==> config.mk <==
export PLATFORM = sky130hd
export DESIGN_NAME = data_memory_lsu
export DESIGN_NICKNAME = d
export VERILOG_FILES = /design/src/rtl/data_memory_lsu.sv
export SDC_FILE = /design/constraint.sdc
export NUM_CORES = 1
export LEC_CHECK = 0
export BUFFER_PORTS_ARGS = -buffer_cell sky130_fd_sc_hd__buf_2
export CORE_MARGIN = 3
export CORE_UTILIZATION = 50
export CTS_CLUSTER_SIZE = 28
export DETAILED_ROUTE_END_ITERATION = 6
export GPL_TIMING_DRIVEN = 0
export PLACE_DENSITY = 0.73
export SKIP_LAST_GASP = 1
export SLEW_MARGIN = 30
export SYNTH_ARGS = -nofsm -noshare
export SYNTH_HDL_FRONTEND = slang
export SYNTH_SLANG_ARGS = --single-unit
==> constraint.sdc <==
create_clock -name clk -period 9.5 [get_ports clk]
set_input_delay 0.475 -clock clk [delete_from_list [all_inputs] [get_ports clk]]
set_output_delay 0.475 -clock clk [all_outputs]
set_load 0.03 [all_outputs]
==> src/rtl/data_memory_lsu.sv <==
// rtl/data_memory_lsu.sv - byte-lane data memory with valid/ready load/store front end
//
// Purpose: MEM-stage data memory. NB = DATA_WIDTH/8 independent byte lanes,
// each DEPTH words deep, with write-first synchronous read. Byte, half, word
// and dword accesses at any byte offset are supported. An access that runs
// past the end of a word takes a second beat on the next word, which wraps
// from the last word back to word 0.
//
// Ports:
//   clk, rst_n       clock, synchronous active-low reset
//   req_valid/ready  request handshake; a request is taken when both are high
//   req_we           1 = store, 0 = load
//   req_size         0 byte, 1 half, 2 word, 3 dword (dword only when 64-bit)
//   req_unsigned     load zero-extends when 1, sign-extends when 0
//   req_addr         byte address
//   req_wdata        store data, LSB-aligned
//   rsp_valid        one-cycle response pulse, in accept order
//   rsp_rdata        extended load data, 0 for stores, errors and idle cycles
//   rsp_err          illegal size, qualified by rsp_valid

module data_memory_lsu #(
    parameter int DATA_WIDTH    = 32,
    parameter int ADDRESS_WIDTH = 6
) (
    input  logic                     clk,
    input  logic                     rst_n,
    input  logic                     req_valid,
    output logic                     req_ready,
    input  logic                     req_we,
    input  logic [1:0]               req_size,
    input  logic                     req_unsigned,
    input  logic [ADDRESS_WIDTH-1:0] req_addr,
    input  logic [DATA_WIDTH-1:0]    req_wdata,
    output logic                     rsp_valid,
    output logic [DATA_WIDTH-1:0]    rsp_rdata,
    output logic                     rsp_err
);

    localparam int NB    = DATA_WIDTH / 8;
    localparam int LNB   = $clog2(NB);
    localparam int WAW   = ADDRESS_WIDTH - LNB;
    localparam int DEPTH = 1 << WAW;
    // Wide enough to hold off + bytes without overflow (max NB-1 + 8).
    localparam int SW    = LNB + 2;

    typedef logic [NB-1:0][7:0] lanes_t;
    typedef enum logic {S_IDLE, S_SPLIT} state_t;

    // Request decode
    logic [LNB-1:0] off_c;
    logic [WAW-1:0] w0_c;
    logic [SW-1:0]  off_x;
    logic [SW-1:0]  bytes_c;
    logic           illegal_c;
    logic           split_c;

    assign off_c     = req_addr[LNB-1:0];
    assign w0_c      = req_addr[ADDRESS_WIDTH-1:LNB];
    assign off_x     = SW'(off_c);
    assign bytes_c   = SW'(1) << req_size;
    assign illegal_c = bytes_c > SW'(NB);
    assign split_c   = !illegal_c && ((off_x + bytes_c) > SW'(NB));

    // Registered state
    state_t         state_q, state_d;
    logic           rsp_valid_q, rsp_valid_d;
    logic           err_q, err_d;
    logic           we_q, we_d;
    logic           uns_q, uns_d;
    logic [1:0]     size_q, size_d;
    logic [LNB-1:0] off_q, off_d;
    logic           split_q, split_d;
    logic [WAW-1:0] w1_q, w1_d;
    lanes_t         wdata_q, wdata_d;
    lanes_t         hold_q, hold_d;
    lanes_t         rd_q, rd_d;

    logic [SW-1:0]  bytes_q;
    logic [SW-1:0]  offq_x;

    assign bytes_q = SW'(1) << size_q;
    assign offq_x  = SW'(off_q);

    // Lane array
    logic [7:0]     lane_mem [NB][DEPTH];
    logic [WAW-1:0] arr_addr;
    logic [NB-1:0]  lane_we;
    lanes_t         lane_wdata;
    lanes_t         wsrc;
    logic [LNB-1:0] cur_off;
    logic           do_read;

    assign req_ready = (state_q == S_IDLE);

    always_comb begin
        state_d     = state_q;
        rsp_valid_d = 1'b0;
        err_d       = err_q;
        we_d        = we_q;
        uns_d       = uns_q;
        size_d      = size_q;
        off_d       = off_q;
        split_d     = split_q;
        w1_d        = w1_q;
        wdata_d     = wdata_q;
        hold_d      = hold_q;
        rd_d        = rd_q;
        arr_addr    = w0_c;
        lane_we     = '0;
        lane_wdata  = '0;
        wsrc        = req_wdata;
        cur_off     = off_c;
        do_read     = 1'b0;

        unique case (state_q)
            S_IDLE: begin
                if (req_valid) begin
                    we_d        = req_we;
                    uns_d       = req_unsigned;
                    size_d      = req_size;
                    off_d       = off_c;
                    split_d     = split_c;
                    err_d       = illegal_c;
                    w1_d        = w0_c + WAW'(1);
                    wdata_d     = req_wdata;
                    rsp_valid_d = !split_c;
                    do_read     = 1'b1;
                    if (split_c) begin
                        state_d = S_SPLIT;
                    end
                    if (req_we && !illegal_c) begin
                        for (int i = 0; i < NB; i++) begin
                            if ((SW'(i) >= off_x) && (SW'(i) < off_x + bytes_c)) begin
                                lane_we[LNB'(i)] = 1'b1;
                            end
                        end
                    end
                end
            end
            S_SPLIT: begin
                arr_addr    = w1_q;
                wsrc        = wdata_q;
                cur_off     = off_q;
                hold_d      = rd_q;
                rsp_valid_d = 1'b1;
                do_read     = 1'b1;
                state_d     = S_IDLE;
                if (we_q) begin
                    // Lanes 0 .. off+bytes-NB-1 of the next word.
                    for (int i = 0; i < NB; i++) begin
                        if ((SW'(i) + SW'(NB)) < (offq_x + bytes_q)) begin
                            lane_we[LNB'(i)] = 1'b1;
                        end
                    end
                end
            end
            default: state_d = S_IDLE;
        endcase

        // Reset abandons any beat in flight; nothing reaches the array.
        if (!rst_n) begin
            lane_we = '0;
        end

        // Both beats use the same rotation: lane i carries store byte (i - off) mod NB.
        for (int i = 0; i < NB; i++) begin
            lane_wdata[LNB'(i)] = wsrc[LNB'(i) - cur_off];
        end

        if (do_read) begin
            for (int i = 0; i < NB; i++) begin
                rd_d[LNB'(i)] = lane_we[LNB'(i)] ? lane_wdata[LNB'(i)]
                                                 : lane_mem[LNB'(i)][arr_addr];
            end
        end
    end

    always_ff @(posedge clk) begin
        if (!rst_n) begin
            state_q     <= S_IDLE;
            rsp_valid_q <= 1'b0;
            err_q       <= 1'b0;
            we_q        <= 1'b0;
            uns_q       <= 1'b0;
            size_q      <= 2'd0;
            off_q       <= '0;
            split_q     <= 1'b0;
            w1_q        <= '0;
            wdata_q     <= '0;
            hold_q      <= '0;
            rd_q        <= '0;
        end else begin
            state_q     <= state_d;
            rsp_valid_q <= rsp_valid_d;
            err_q       <= err_d;
            we_q        <= we_d;
            uns_q       <= uns_d;
            size_q      <= size_d;
            off_q       <= off_d;
            split_q     <= split_d;
            w1_q        <= w1_d;
            wdata_q     <= wdata_d;
            hold_q      <= hold_d;
            rd_q        <= rd_d;
        end
    end

    // Array contents are deliberately not reset.
    always_ff @(posedge clk) begin
        for (int i = 0; i < NB; i++) begin
            if (lane_we[LNB'(i)]) begin
                lane_mem[LNB'(i)][arr_addr] <= lane_wdata[LNB'(i)];
            end
        end
    end

    // Response: gather bytes starting at lane off, first from the first-beat
    // holding register (split only), then from the second word, then extend.
    lanes_t gbyte;
    lanes_t ext;

    always_comb begin : gather
        logic [LNB-1:0] src;
        logic [LNB-1:0] top;
        logic           sign;
        src   = '0;
        top   = '0;
        sign  = 1'b0;
        gbyte = '0;
        ext   = '0;
        for (int i = 0; i < NB; i++) begin
            src = off_q + LNB'(i);
            if (split_q && ((offq_x + SW'(i)) < SW'(NB))) begin
                gbyte[LNB'(i)] = hold_q[src];
            end else begin
                gbyte[LNB'(i)] = rd_q[src];
            end
        end
        top  = LNB'(bytes_q - SW'(1));
        sign = gbyte[top][7] & ~uns_q;
        for (int i = 0; i < NB; i++) begin
            ext[LNB'(i)] = (SW'(i) < bytes_q) ? gbyte[LNB'(i)] : {8{sign}};
        end
        rsp_rdata = (rsp_valid_q && !err_q && !we_q) ? ext : '0;
    end

    assign rsp_valid = rsp_valid_q;
    assign rsp_err   = rsp_valid_q & err_q;

endmodule
# == Word-level counts from Yosys, hierarchy flattened ==
# Memory sizes are Yosys's and may differ from the RTL's.
# Cells that the tools add are included.
# word_totals
reg_bits,78
mem_bits_rw,512
n_memories,1
# mem_list
memory,words,word_bits,read_ports,rd_ports_with_merged_regs,wr,line_no,rtl
lane_mem,4,128,2,0,2,85,logic [7:0] lane_mem [NB][DEPTH];
# classes
n_addsub,8
order_cmp,19
shifts,2
muxes,52
bitwise_logic,5
n_reduce_logical,14
# op_table
op,count
$mux W128,2
$mux W8,18
$bmux W8 S2,7
$bmux W8 S4,2
$demux W8 S4,1
$mux W32,1
$lt A2 B3 Y1 const B,6
$lt A1 B4 Y1 const A,4
$mux W16,1
$mux W1,10
$mux W2,5
$logic_and A1 B1 Y1,9
$add A2 B4 Y4,2
$gt A4 B3 Y1 const B,2
$lt A3 B4 Y1 const A,2
$shl A1 B2 Y4 const A,2
$pmux W1 S2,3
$ge A5 B5 Y1 const B,1
$lt A5 B1 Y1 const B,1
$not A4 Y5,1
$add A4 B1 Y4 const B,1
$ge A1 B2 Y1 const A,2
$logic_not A1 Y1,4
$mux W4,1
9 further kinds,12

# == Depth between registers and ports, before layout ==
# Gate-level depths: netlist of the first run.
# depth
depth_word,11
ltp_mapped,11

# == Worst setup path before layout of the first run ==
# OpenSTA, ideal clock, no wires.
# synth_timing
kind,register to register
start,register size_q[1]
end,"memory lane_mem[0][128] (netlist bit), enable pin"
arrival_time_ns,2.730
slack_ns,6.387
path_stages_with_launch,11
path_buffers,3
period_less_slack_ns,3.113
cell_sequence,dfxtp_1 clkbuf_1 nor2_1 clkbuf_1 ha_1 fa_1 xor2_1 a22oi_1 o32a_1 clkbuf_1 nor3_1
# synth_rtl
element,line_no,rtl
"start, declared",70,"logic [1:0] size_q, size_d;"
"start signal, assigned",198,size_q <= size_d;
"end, declared",85,

==> results of run 1 <==
==> power breakdown <==
group	internal [mW]	switching, mW	total, mW
Sequential	1.62	0.0194	1.64
Clock	0.744	0.549	1.29
Combinational	0.125	0.242	0.367
Total	2.49	0.811	3.30
==> cell usage in the layout, fill, tap and decap left out, types with 4 or more instances in the layout <==
cell type,n
a211oi_1,5
a21oi_1,69
a22oi_1,9
buf_2,85
buf_4,22
buf_6,9
clkbuf_1,27
clkbuf_16,34
clkinv_1,7
clkinv_2,7
conb_1,16
dfxtp_1,78
edfxtp_1,256
ha_1,7
inv_1,19
mux2_2,33
mux2i_1,170
mux2i_4,8
mux4_2,16
nand2_1,126
nand2b_1,5
nor2_1,62
nor2b_1,4
nor3_2,16
nor3b_1,4
nor4_1,16
o21ai_0,28
o21ai_1,6
o221ai_1,9
o22ai_1,56
==> path summary, 6_finish.rpt <==
path | from | to | cells after the start
worst max-delay path | size_q[1] | lane_mem[0][67] | 11
worst min-delay path | req_wdata[7] | wdata_q[7] | 3
worst max register to register | size_q[1] | lane_mem[0][67] | 11
worst min register to register | wdata_q[0] | wdata_q[0] | 2
==> per-layer routing <==
metal	global-route usage (%)	wire, um	vias up
li1	-	-	4412
met1	31.1	14900	4639
met2	37.8	17400	488
met3	3.96	3200	96
met4	9.03	1400	2
met5	0	13	-
==> state kept, by name, summed over array words and instances, names as in the netlist <==
register	flops
lane_mem	256
wdata_q	32
hold_q	16
rd_q	16
w1_q	4
off_q	2
size_q	2
err_q	1
rsp_valid	1
split_q	1
state_q	1
uns_q	1
we_q	1
==> logic make-up (layout without fill, tap and decap cells) <==
kind of cell | count (synthesis) | in the layout
AND/OR/NAND/NOR | 249 | 249
flip-flops | 334 | 334
XOR/XNOR | 3 | 3
AO/OA/AOI/OAI | 192 | 192
buffers and inverters | 97 | 221
adder cells (fa/ha/maj) | 9 | 9
other | 1 | 17
multiplexers | 230 | 230
==> stage by stage <==
| stage | setup slack, ns | instances | util [%] |
|---|---|---|---|
| floorplan | 6.39 | 1130 | - |
| global placement | 5.70 | 1577 | 54.0 |
| detailed placement | 5.77 | 1577 | 54.5 |
| CTS | 5.78 | 1638 | 58.3 |
| global route | 5.58 | 1638 | 58.3 |
| finish | 5.77 | 1639 | 58.3 |
==> cell type report <==
type	count	area, um^2	share of cell area (%)
flip-flops and latches	334	9250	55.0
inverters	20	75.1	0.446
plain buffers	77	468	2.78
repair buffers	63	315	1.87
well taps	384	480	2.85
clock buffers	39	870	5.17
multi-input cells	699	5170	30.7
diodes	1	2.50	0.0149
clock inverters	22	200	1.19
==> worst reg2reg max path: stages, from the launching register on <==
cell      delay (ns)
dfxtp_1         0.30
clkbuf_1        0.24
nor2_1          0.11
clkbuf_1        0.23
ha_1            0.27
fa_1            0.51
or2_2           0.11
a22o_1          0.15
a21o_1          0.20
buf_2           0.25
o21ai_0         0.26
nor2_1          0.73
==> impl_results.md, run 1 <==
* Final setup viols at 0
* Status: finished, final reports clean
* Grt total ovfl at 0
* Most common cell in the netlist: edfxtp_1
* Power per cell area at between 150 and 200 mW/mm^2
* WHS at ~0.22 ns
* Mux cell area share after synthesis at between 10% and 20%
* Dpl hpwl at about 26 mm
* Wirelength per Cell at between 20 and 25 um
* Worst path bufs/invs at 3
* Seq cells post-synth at between 300 and 400
* Number of hold-slack violations in the final timing report at 0
* DIE HEIGHT at around 180 um
* Core Region at 0.0289 mm^2
* Critical path's top delay family: simple AND/OR/NAND/NOR gates
* Share of the yosys chip area belonging to registers at 62.8%
* GP Congestion at roughly 0.9
* Top cells by area, synth: edfxtp_1 52%, mux2i_1 12%, dfxtp_1 11%
* Syn-to-layout area delta at 14.3%
* Die area at roughly 0.032 mm^2
* Fill count at between 2000 and 2500
* Synth top cells by count: 256 x edfxtp_1, 178 x mux2i_1, 126 x nand2_1, 78 x dfxtp_1, 69 x a21oi_1
* Pin count of the biggest net entering global routing at 18
* CP Launch Type: register
* Lkg Pwr at ~6 nW
* Element type at the critical path end: register
* Fraction of layout cells with a size suffix above 1 at roughly a fifth
* WP data required at between 9 and 10 ns
* Vias in the first global route at 9268
* Crit-path max cell delay at ~0.73 ns
* Simple-gate area share of the yosys netlist at about 7.4%
* Drt first pass iters at 5
* Final period util at 39.3%
* H-tree depth at 2
* TNS Setup at 0 ns
* Die width at 178 um
* Peak VDD IR at ~0.11 mV
* CP cell instances: clkbuf_1 > nor2_1 > clkbuf_1 > ha_1 > fa_1 > or2_2 > a22o_1 > a21o_1 > buf_2 > o21ai_0 > nor2_1
* Final instance area at 0.0168 mm^2
* Max Slew Vio Count at 0
* RSZ-0062 raised after global routing: false
* Number of flops mapped to enable cells by yosys at roughly 260
* Measured slew at the worst slew-check pin at 1.01 ns
* Setup CP Type: register to register
* Primary FF master, synth: edfxtp_1
* Synth Cell Area at 0.0147 mm^2
* Vias post-DR at approximately 9600
* Placement row count at 62
* CTS tree: built
* Clock latency on the worst-skew pair at 0.52 ns
* Max Clk Rate at 268 MHz
* Placed Area at around 0.016 mm^2
* Crit-path max FO at 10
* Routed WL at approximately 37 mm
* Initial antenna violation count at 1
* Yosys warns at 0
* PostCTS Resize Cnt at 0
* Largest family of logic cells by synthesized area: multiplexers
* Adder-Cell Fraction of Synth Area at less than 1%
* Share of synthesized registers carrying an async set or reset at 0%
* Cell taking the most area after synthesis: edfxtp_1
* R2r setup slk at around 5.8 ns
* Cells after synthesis at ~1100
* Yosys top cell area share at 52.2%
* CTS sink cnt at ~330
* Post-CTS Setup Inserts at 0
* First-pass GRT wire length at roughly 55 mm
* Worst-path clk slew at 0.07 ns
* Post-route ant nets at 0
* Hold WC Path Type: input pin to register
* TritonCTS buffer count at 34
* Initial Util at 51.0%
* Syn avg cell area at around 13 um^2
* Yosys cell types at 50
* Count of input and output buffers at 63
* Vias/cell at about 6
* DR iter-0 viols at ~1100
* Compound-gate portion of the synthesized area at approximately 7.7%
* Post-CTS Hold Buffers at 0
* Num ports at 80
* Clk buf depth at 3
* Final Power at 3.30 mW
* Final nets at between 1000 and 1500
* Post-route DRC at 0
* Max-Cap Viols at 0
* CP max stage cell: nor2_1
* Final Critical Period at between 3 and 4 ns
* Arrival time at the worst endpoint at 3.87 ns
* Clock Skew at 0.0278 ns
* Gr usage total at between 20 and 25%
* Clock root cell: clkbuf_16
* Xor-xnor portion of the synthesized cell area at 0.178%
* Slew headroom at 32.6%
(Power assumes the default switching activity.)
==> run 2, diff against run 1 <==
==> constraint.sdc (replaced) <==
create_clock -name clk -period 3.65 [get_ports clk]
set_input_delay 0.1825 -clock clk [delete_from_list [all_inputs] [get_ports clk]]
set_output_delay 0.1825 -clock clk [all_outputs]
set_load 0.03 [all_outputs]
==> impl_results.md, run 2 (synthesis results as in run 1) <==
* Placed Area at around 0.016 mm^2
* CP cell instances: clkbuf_1 > nor2_1 > clkbuf_1 > ha_1 > fa_1 > or2_2 > a22o_1 > a21o_1 > buf_2 > o21ai_0 > nor2_2
* Dpl hpwl at 25.9 mm
* Max reg flops at between 200 and 300
* Clk buf depth at 3
* Element type at the critical path end: register
* Die area at roughly 0.032 mm^2
* CP max stage cell: fa_1
* Syn-to-layout area delta at 17.9%
* Clock latency on the worst-skew pair at between 0.5 and 0.6 ns
* CTS sink cnt at 334
* Violated checks: setup timing
* Critical path's top delay family: compound AO/OA/AOI/OAI gates
* Post-route DRC at 0
* Setup CP Type: register to register
* Vias in the first global route at between 9000 and 10000
* Initial antenna violation count at 0
* Worst-path clk slew at 0.06 ns
* Reg2Reg Depth at 11
* Gr usage total at a little under a quarter
* Peak VDD IR at just under 0.3 mV
* CP Depth at 11
* Clock root cell: clkbuf_16
* Highest-count cells in the layout ignoring fill and taps: 256 x edfxtp_1, 170 x mux2i_1, 126 x nand2_1
* TritonCTS buffer count at 34
* TNS Setup at -0.678 ns
* Lkg Pwr at roughly 6.4 nW
* Num ports at 80
* Most common cell after layout, fill and taps aside: edfxtp_1
* RSZ-0062 raised after global routing: true
* Measured slew at the worst slew-check pin at approximately 1.1 ns
* Wirelength per Cell at approximately 22 um
* Final period util at 102%
* Slew headroom at about 28%
* DIE HEIGHT at between 150 and 200 um
* Power per cell area at between 400 and 500 mW/mm^2
* Final setup viols at 22
* Count of input and output buffers at 63
* Final nets at between 1000 and 1500
* Routed WL at 37.6 mm
* H-tree depth at 2
* Biggest regs: lane_mem x256, wdata_q x32
* Final instance area at ~0.017 mm^2
* Grt total ovfl at 0
* Most frequent CP cell: clkbuf_1
* Placement row count at 62
* Vias post-DR at about 10000
* Crit-path max cell delay at 0.44 ns
* Number of hold-slack violations in the final timing report at 0
* Vias/cell at roughly 5.9
* Fraction of layout cells with a size suffix above 1 at 20.1%
* CP Launch Type: register
* WP data required at approximately 3.8 ns
* Area of the multi-input gates at about 0.0053 mm^2
* Core Region at 0.0289 mm^2
* Hold WC Path Type: input pin to register
* Max-Cap Viols at 0
* DR iter-0 viols at roughly 1100
* Fill count at 2187
* GP Congestion at between 0.8 and 0.9
* Final Critical Period at 3.71 ns
* Initial Util at 51.0%
* Arrival time at the worst endpoint at a little under 4 ns
* First-pass GRT wire length at 56.0 mm
* Setup WS post-layout at -0.0564 ns
* Post-route ant nets at 0
* Die width at about 180 um
* Max Clk Rate at ~270 MHz
* Worst path bufs/invs at 3
* Drt first pass iters at 5
* Status: finished with violations
* Reg area at roughly 0.0092 mm^2
* Pin count of the biggest net entering global routing at 18
* Largest Register: lane_mem
* Clock Skew at about 0.029 ns
* Ant. Diodes at 0
* Crit-path max FO at 10
* Hold depth at 3
* Max Slew Vio Count at 0
* CTS tree: built
-- run 2: area by class of cell --
| type | instances | share of cell area [%] |
|---|---|---|
| inverters | 20 | 0.432 |
| clock buffers | 39 | 5.01 |
| flip-flops and latches | 334 | 53.2 |
| multi-input cells | 699 | 30.5 |
| well taps | 384 | 2.77 |
| plain buffers | 77 | 2.71 |
| repair buffers | 104 | 4.21 |
| clock inverters | 22 | 1.15 |
-- run 2: tightest hold or removal path, delay by kind of cell --
family | cells | cell delay, ns
buf+inv | 1 | 0.16
compound gates | 1 | 0.06
xor+xnor | 1 | 0.14
-- run 2: path summary, 6_finish.rpt --
path	startpoint	to	slack, ns
setup / recovery	size_q[1]	lane_mem[0][84]	-0.06
setup reg to reg	size_q[1]	lane_mem[0][84]	-0.06
hold reg to reg	wdata_q[14]	wdata_q[14]	0.46
hold / removal	req_addr[4]	w1_q[2]	0.08
-- run 2: metal layers --
metal	share of wire [%]	GRT usage, %	wire [um]	vias to the layer above
li1	-	-	-	4497
met1	41	31.2	15200	4808
met2	47	38.6	17700	559
met3	8.4	4.07	3150	91
met4	4.0	9.69	1500	0
met5	0	0	0	-
-- run 2: metrics by stage --
stage / total power, mW / hold WS (ns) / worst slack, ns / utilization, % / cells
floorplan: 4.94 / 0.278 / 0.537 / - / 1130
global placement: 5.23 / 0.436 / -0.147 / 54.0 / 1577
detailed placement: 5.29 / 0.441 / -0.0825 / 54.5 / 1577
CTS: 8.64 / 0.0553 / -0.0659 / 59.6 / 1676
global route: 8.90 / 0.0943 / -0.216 / 60.2 / 1679
finish: 8.64 / 0.0844 / -0.0564 / 60.2 / 1679
-- run 2: power by group --
group	total, mW	internal, mW	switching (mW)
clock	3.36	1.94	1.43
combinational	1.00	0.352	0.652
sequential	4.27	4.22	0.0509
-- run 2: what timing repair did --
item | CTS | global route
resized for setup | 2 | 27
pin swaps | 0 | 6
hold buffers | 38 | 0
setup buffers | 0 | 3
endpoints found under the setup margin | 32 | 184
hold endpoints to repair | 38 | 0
==> run 3, diff against run 2 <==
--- a/config.mk
+++ b/config.mk
@@ -6,12 +6,15 @@
 export NUM_CORES = 1
 export LEC_CHECK = 0
 export BUFFER_PORTS_ARGS = -buffer_cell sky130_fd_sc_hd__buf_2
+export CAP_MARGIN = 10
+export CELL_PAD_IN_SITES_DETAIL_PLACEMENT = 1
+export CELL_PAD_IN_SITES_GLOBAL_PLACEMENT = 1
 export CORE_MARGIN = 3
 export CORE_UTILIZATION = 50
 export CTS_CLUSTER_SIZE = 28
 export DETAILED_ROUTE_END_ITERATION = 6
 export GPL_TIMING_DRIVEN = 0
-export PLACE_DENSITY = 0.73
+export PLACE_DENSITY = 0.85
 export SKIP_LAST_GASP = 1
 export SLEW_MARGIN = 30
 export SYNTH_ARGS = -nofsm -noshare
==> impl_results.md, run 3 (synthesis results as in run 1) <==
* Clk buf depth at 3
* WP data required at roughly 3.8 ns
* CP Launch Type: register
* Wirelength per Cell at approximately 30 um
* Most frequent CP cell: clkbuf_1
* First-pass GRT wire length at around 70 mm
* Worst path bufs/invs at 3
* Final period util at between 90% and 100%
* Gr usage total at between 20 and 30%
* Max Slew Vio Count at 0
* TNS Setup at 0 ns
* CTS tree: built
* Post-route ant nets at 0
* Die width at about 180 um
* Final setup viols at 0
* Placed Area at 0.0157 mm^2
* Clock root cell: clkbuf_16
* Most common cell after layout, fill and taps aside: edfxtp_1
* Max-Cap Viols at 0
* GP Congestion at about 0.94
* Pin count of the biggest net entering global routing at 18
* Final Critical Period at 3.65 ns
* DR iter-0 viols at between 1000 and 1500
* Number of hold-slack violations in the final timing report at 0
* TritonCTS buffer count at 35
* Crit-path max FO at 10
* Fill count at between 2000 and 3000
* Post-route DRC at 0
* Biggest regs: lane_mem x256, wdata_q x32
* Max Clk Rate at approximately 270 MHz
* Crit-path max cell delay at between 0.7 and 0.8 ns
* Vias in the first global route at 11200
* CP cell instances: clkbuf_1 > nor2_1 > clkbuf_2 > ha_1 > fa_1 > xor2_1 > a22oi_1 > o32a_1 > clkbuf_1 > nor3_2
* Drt first pass iters at 5
* Initial Util at between 50% and 60%
* Syn-to-layout area delta at 19.0%
* Worst-path clk slew at roughly 0.07 ns
* Vias post-DR at between 10000 and 15000
* Num ports at 80
* Setup CP Type: register to register
* Status: finished, final reports clean
* Grt total ovfl at 0
* Clock Skew at 0.0290 ns
* Critical path's top delay family: simple AND/OR/NAND/NOR gates
* CP max stage cell: nor3_2
* Hold WC Path Type: input pin to register
* DIE HEIGHT at between 150 and 200 um
* Die area at 0.0315 mm^2
* Initial antenna violation count at 0
* Dpl hpwl at 29.7 mm
* Final nets at between 1000 and 1500
* Final Power at a little over 9 mW
* WHS at slightly above 0.08 ns
* Element type at the critical path end: register
* Measured slew at the worst slew-check pin at about 1.1 ns
* Placement row count at 62
* RSZ-0062 raised after global routing: true
* Slew headroom at a little over a quarter
* Power per cell area at roughly 520 mW/mm^2
* Max reg flops at between 200 and 300
* Arrival time at the worst endpoint at 3.80 ns
* Core Region at slightly below 0.03 mm^2
* Fraction of layout cells with a size suffix above 1 at around a fifth
* Routed WL at about 50 mm
* Final instance area at roughly 0.018 mm^2
* Count of input and output buffers at 63
* H-tree depth at 2
* Largest Register: lane_mem
* CTS sink cnt at between 300 and 400
* Lkg Pwr at 6.48 nW
* Vias/cell at between 6 and 7
* Clock latency on the worst-skew pair at 0.54 ns
* Highest-count cells in the layout ignoring fill and taps: 256 x edfxtp_1, 169 x mux2i_1, 126 x nand2_1
* Peak VDD IR at ~0.26 mV
[run 3: cell count changes in the layout (fill, tap and decap cells not counted), sizes merged]
cell / delta
buf: +2
clkinv: +2
inv: -1
diode: +1
clkbuf: +3
clkinvlp: -2
bufinv: +1
[run 3: stage by stage]
| step | worst slack [ns] | std cells | utilization (%) |
|---|---|---|---|
| CTS | -0.308 | 1680 | 59.9 |
| finish | 0.000828 | 1685 | 60.7 |
| global route | -0.215 | 1684 | 60.7 |
| floorplan | 0.537 | 1130 | - |
| detailed placement | -0.344 | 1578 | 54.5 |
| global placement | -0.159 | 1577 | 54.0 |
[run 3: worst paths after layout]
check,depth (start not counted),slack [ns],start,end
worst min-delay path,3,0.08,req_addr[4],w1_q[2]
worst min register to register,2,0.46,wdata_q[29],wdata_q[29]
worst max register to register,10,0.0008,size_q[1],lane_mem[0][156]
worst max-delay path,10,0.0008,size_q[1],lane_mem[0][156]
[run 3: what timing repair did]
action                                  4_1_cts  5_1_grt
endpoints found under the setup margin      112      250
endpoints found under the hold margin        38        0
buffers inserted                              0        4
hold buffers                                 38        0
gates resized for setup                       8       33
pin swaps                                     0        4
[run 3: report_power, final]
group          switching [mW]  leakage, nW  internal (mW)  total (mW)
registers              0.0557         2.94           4.22        4.27
logic                   0.729         2.96          0.353        1.08
clock network            1.60        0.580           2.16        3.77
total                    2.39         6.48           6.73        9.12
[run 3: layer usage]
layer	share of wire [%]	GRT usage, %
met2	48	50.8
met1	37	36.3
met4	5.5	14.5
met5	0	0
met3	9.5	5.50
[run 3: final cells by class]
type,count,area (um^2),area share (%)
diodes,1,2.50,0.0143
plain buffers,77,470,2.68
repair buffers,106,771,4.40
multi-input cells,699,5310,30.3
clock inverters,22,215,1.23
well taps,384,480,2.74
inverters,20,75.1,0.428
flip-flops and latches,334,9250,52.8
clock buffers,42,955,5.45
[run 3: worst reg2reg max path, delay by kind of cell (launching register included)]
kind | cells | cell delay (ns)
AOI/OAI and AO/OA | 2 | 0.44
xor gates and xnor gates | 1 | 0.20
adders and majority gates | 2 | 0.62
buffers and inverters | 3 | 0.83
DFF | 1 | 0.31
and+or+nand+nor | 2 | 0.88
